**src/rtl/prelab_dut.sv**
```systemverilog
// Node interface: ingress FIFO (client -> router) and registered egress path (router -> client).
// Optional macro NODE_DEST_FILTER_EN drops egress packets whose destID differs from NODE_ID.
module prelab_dut #(
  parameter int unsigned DEPTH   = 4,
  parameter logic [3:0]  NODE_ID = 4'h0
) (
  input  logic        clk,
  input  logic        rst_b,
  input  logic [31:0] data_for_fifo,
  input  logic        pkt_avail_for_fifo,
  output logic [31:0] data_fifo_router,
  output logic        data_available_tb_node_router,
  input  logic        data_taken_from_router,
  output logic        data_empty,
  output logic        fifo_full,
  input  logic [31:0] data_for_router_to_node_to_tb,
  input  logic        wr_data_to_router,
  input  logic        pkt_avail_for_node_from_router,
  output logic [31:0] data_from_router_to_node_to_tb,
  output logic        data_avail_node_tb
);

  localparam int unsigned PtrW = $clog2(DEPTH);
  localparam int unsigned CntW = PtrW + 1;
  localparam logic [CntW-1:0] CntFull = CntW'(DEPTH);

  logic [31:0]     mem_q [DEPTH];
  logic [PtrW-1:0] rd_ptr_q, rd_ptr_d;
  logic [PtrW-1:0] wr_ptr_q, wr_ptr_d;
  logic [CntW-1:0] count_q, count_d;
  logic            empty_q, full_q;
  logic            push, pop;

  logic [31:0]     egress_q;
  logic            egress_vld_q;
  logic            dest_ok;
  logic            egress_accept;

  // A pop in the same cycle frees a slot, so a full FIFO still accepts the push.
  always_comb begin
    pop      = data_taken_from_router & ~empty_q;
    push     = pkt_avail_for_fifo & (~full_q | pop);
    rd_ptr_d = pop  ? rd_ptr_q + 1'b1 : rd_ptr_q;
    wr_ptr_d = push ? wr_ptr_q + 1'b1 : wr_ptr_q;
    count_d  = count_q;
    unique case ({push, pop})
      2'b10:   count_d = count_q + 1'b1;
      2'b01:   count_d = count_q - 1'b1;
      default: count_d = count_q;
    endcase
  end

  always_ff @(posedge clk) begin
    if (rst_b) begin
      rd_ptr_q <= '0;
      wr_ptr_q <= '0;
      count_q  <= '0;
      empty_q  <= 1'b1;
      full_q   <= 1'b0;
    end else begin
      rd_ptr_q <= rd_ptr_d;
      wr_ptr_q <= wr_ptr_d;
      count_q  <= count_d;
      empty_q  <= (count_d == '0);
      full_q   <= (count_d == CntFull);
    end
  end

  always_ff @(posedge clk) begin
    if (!rst_b && push) begin
      mem_q[wr_ptr_q] <= data_for_fifo;
    end
  end

  assign data_fifo_router              = mem_q[rd_ptr_q];
  assign data_available_tb_node_router = ~empty_q;
  assign data_empty                    = empty_q;
  assign fifo_full                     = full_q;

`ifdef NODE_DEST_FILTER_EN
  assign dest_ok = (data_for_router_to_node_to_tb[27:24] == NODE_ID);
`else
  // Filter disabled: every destID is accepted; NODE_ID kept referenced so it never dangles.
  assign dest_ok = (data_for_router_to_node_to_tb[27:24] == NODE_ID) | 1'b1;
`endif

  assign egress_accept = wr_data_to_router & pkt_avail_for_node_from_router & dest_ok;

  always_ff @(posedge clk) begin
    if (rst_b) begin
      egress_q     <= '0;
      egress_vld_q <= 1'b0;
    end else begin
      egress_vld_q <= egress_accept;
      if (egress_accept) begin
        egress_q <= data_for_router_to_node_to_tb;
      end
    end
  end

  assign data_from_router_to_node_to_tb = egress_q;
  assign data_avail_node_tb             = egress_vld_q;

endmodule

```
**config.mk**
```make
export PLATFORM = sky130hd
export DESIGN_NAME = prelab_dut
export DESIGN_NICKNAME = d
export VERILOG_FILES = /design/src/rtl/prelab_dut.sv
export SDC_FILE = /design/constraint.sdc
export NUM_CORES = 1
export LEC_CHECK = 0
export CORE_MARGIN = 3
export CORE_UTILIZATION = 54
export CTS_CLUSTER_DIAMETER = 120
export DETAILED_ROUTE_END_ITERATION = 10
export PLACE_DENSITY = 0.89
export SYNTH_ARGS = -nofsm -noshare
export SYNTH_HDL_FRONTEND = slang
export SYNTH_SLANG_ARGS = --single-unit
```
**constraint.sdc**
```tcl
create_clock -name clk -period 7 [get_ports clk]
set_input_delay 2.1 -clock clk [delete_from_list [all_inputs] [get_ports clk]]
set_output_delay 2.1 -clock clk [all_outputs]
set_load 0.02 [all_outputs]
```
==> key figures <==
Timing
  – Rel. slew slack: between 30% and 40%
  – Endpoints failing setup: 0
  – Final setup margin: 2.32 ns
  – Worst slew pin tran: 1.03 ns
  – Max frequency: 214 MHz
  – Setup_tns: 0 ns
  – Worst Skew: 0.00756 ns
  – Min Tclk post-route: 4.68 ns
  – Final Slew Violations: 0
  – RSZ-0062 raised after global routing: false
  – Crit share post-route: 66.9%
  – Final hold violation count: 0

Floorplanning
  – Core Area: 11,100 µm²
  – Die Wd: approximately 110 µm
  – Die height: roughly 110 µm
  – Total die area: 13,000 µm²
  – Num ports: 138
  – Initial Util: between 50% and 60%
  – Cell row count: 38

Logic synthesis
  – Mapped Cells: 368
  – Syn. warnings: 0
  – Fraction of registers with async set/reset: 0%
  – Register area share after synthesis: 75.0%
  – Post-synth top area cell: edfxtp_1
  – Cell area after synthesis: 6300 µm²
  – Syn nets: 444
  – Share of the synthesized area in the top cell type: 61.0%
  – Yosys reg bits: 172
  – Count leader, synth: edfxtp_1
  – Synth top area cells: edfxtp_1 (61%), dfxtp_1 (14%), mux4_2 (11%)
  – Top FF cell, synth: edfxtp_1
  – Avg Cell Area, Syn: 17.1 µm²
  – Post-synth EDFFs: 128
  – Commonest cells in the netlist: edfxtp_1 (128), nand2_1 (67), dfxtp_1 (44)
  – Unique cell type count in the Yosys netlist: 31

Detailed routing
  – Met2 routed wirelength: 6.26 mm
  – Avg Vias per Cell: 5.46
  – Number of routed nets with antenna violations: 0
  – WL met3: 1.21 mm
  – Initial DRC count: 163
  – Total Wirelength: 12.4 mm
  – DR pass1 iterations: 4
  – Routed length per instance: 18.8 µm
  – Metal-1 WL: 4.68 mm
  – Via count: between 3k and 4k
  – Top Layer Used: met4
  – # DRC: 0

Worst setup path
  – Worst EP required: 4.90 ns
  – Worst path max stage delay: 0.62 ns
  – CP Cell Sequence: buf_4 > mux4_2 > clkdlybuf4s50_1
  – Worst Path Buf+Inv: 2
  – CP top delay family: buffers and inverters
  – WS Path Type: reg2out
  – CP Max Fanout: 26
  – Critical Path AT: 2.58 ns
  – Worst setup SP type: flop
  – Crit. End Element: primary output
  – Slowest CP cell: mux4_2

Placement
  – DP Cell Count: 627
  – Final HPWL DP: 7.88 mm
  – Pre-CTS setup slack: 2.39 ns
  – GPL Wtd Cong: 0.731
  – # port buffers: approximately 140

Global route
  – GR Overflow Total: 0
  – First-pass GRT wire length: 19.6 mm
  – Largest net degree at the start of global routing: 46
  – Total GRT Usage: 20.4%
  – Antenna violations before repair: 0
  – Number of global-route vias before repair: 3,860

Clocking
  – CTS tree: yes
  – Clock Path Buffers: 2
  – CTS Buf Count: 17
  – Worst-path clk slew: ~0.060 ns
  – CTS Sinks: 172
  – Clock root cell: clkbuf_16
  – Cts hold-fix bufs: 0
  – H-tree levels: 4
  – Post-CTS Setup Bufs: 0
  – Post-CTS resize count: 0
  – Clk_lat worst skew: 0.42 ns

Worst hold path
  – Hold WC Path Type: reg2reg

Power and ir drop
  – Power Dens Cells: approximately 310 nW/µm²
  – Power Total: 0.00261 W
  – Pleak: 2.79 nW
  – VDD IR max: 295 µV

Job
  – Max_cap viols: 0

Final layout
  – Layout cells sized above 1: roughly 14%
  – Non-filler cells, final: 659
  – Multi-input gate area: 1440 µm²
  – Final #Nets: about 580
  – Reg area: 4730 µm²
  – ANT cells: 0
  – Layout overhead on the synthesized area: 33.0%
  – Fillcell total: 675

Run status
  – Outcome: finished clean
-- worst paths after layout --
path / slack, ns / start / end / cells past startpoint
max: 2.32 / flop / data_fifo_router[29] / 3
max reg2reg: 4.64 / data_empty$_SDFF_PP1_ / data_empty$_SDFF_PP1_ / 8
min: 0.45 / data_from_router_to_node_to_tb[15]$_SDFFE_PP0P_ / data_from_router_to_node_to_tb[15]$_SDFFE_PP0P_ / 2
min reg2reg: 0.45 / data_from_router_to_node_to_tb[15]$_SDFFE_PP0P_ / data_from_router_to_node_to_tb[15]$_SDFFE_PP0P_ / 2
-- layer usage --
metal	up-vias	global-route usage [%]
met5	-	0
met4	0	10.5
met3	18	8.44
met2	158	33.1
met1	1761	23.2
li1	1661	-
-- kinds of logic after synthesis --
logic type,Yosys count,share of synthesized area [%]
XOR/XNOR,4,0.556
buffers and inverters,26,2.20
adder cells (fa/ha/maj),6,1.31
AO/OA/AOI/OAI,39,3.38
flip-flops,172,75.0
multiplexers,34,11.8
AND/OR/NAND/NOR,87,5.82
-- registers in the layout, indices dropped and copies added, names as in the netlist, named ones only --
register / count
count_q: 3
data_avail_node_tb: 1
rd_ptr_q: 2
wr_ptr_q: 2
fifo_full: 1
mem_q: 128
data_empty: 1
data_from_router_to_node_to_tb: 32
-- cells in the final DEF, fill, tap and decap left out, types with 2 or more instances in the layout --
master             n
clkdlybuf4s50_1  137
clkbuf_16         17
mux4_2            32
bufinv_16          4
dfxtp_1           42
and3_2             4
buf_4              2
xor2_1             2
edfxtp_1         128
nor2_1             9
nand2_1           67
xnor2_1            2
clkinvlp_4         4
inv_1              6
dfxtp_2            2
clkinv_4           3
ha_1               5
a21oi_1           33
clkinv_2           2
-- power by group --
group | internal (W) | switching, W | total, W
clock network | 0.000598 | 0.000372 | 0.000970
registers | 0.00115 | 0.0000385 | 0.00119
logic | 0.000240 | 0.000214 | 0.000454
-- stage by stage --
step                hold slack [ns]  util [%]  cell area (µm²)
global placement              0.441      69.7             7750
detailed placement            0.448      69.7             7750
finish                        0.454      75.3             8380
CTS                           0.456      75.3             8380
floorplan                     0.485         -             6300
global route                  0.468      75.3             8380
-- area by class of cell --
cell class / instances / area share, %
multi-input combinational: 170 / 17.2
timing repair buffer: 139 / 16.5
inverter: 6 / 0.269
clock inverter: 14 / 2.33
clock buffer: 18 / 5.12
tap: 140 / 2.09
sequential: 172 / 56.4
-- worst min-delay path: stages, from the launching register on --
cell and delay (ns):
dfxtp_1 0.31, nand2_1 0.05, a21oi_1 0.05
(Power assumes the default switching activity.)
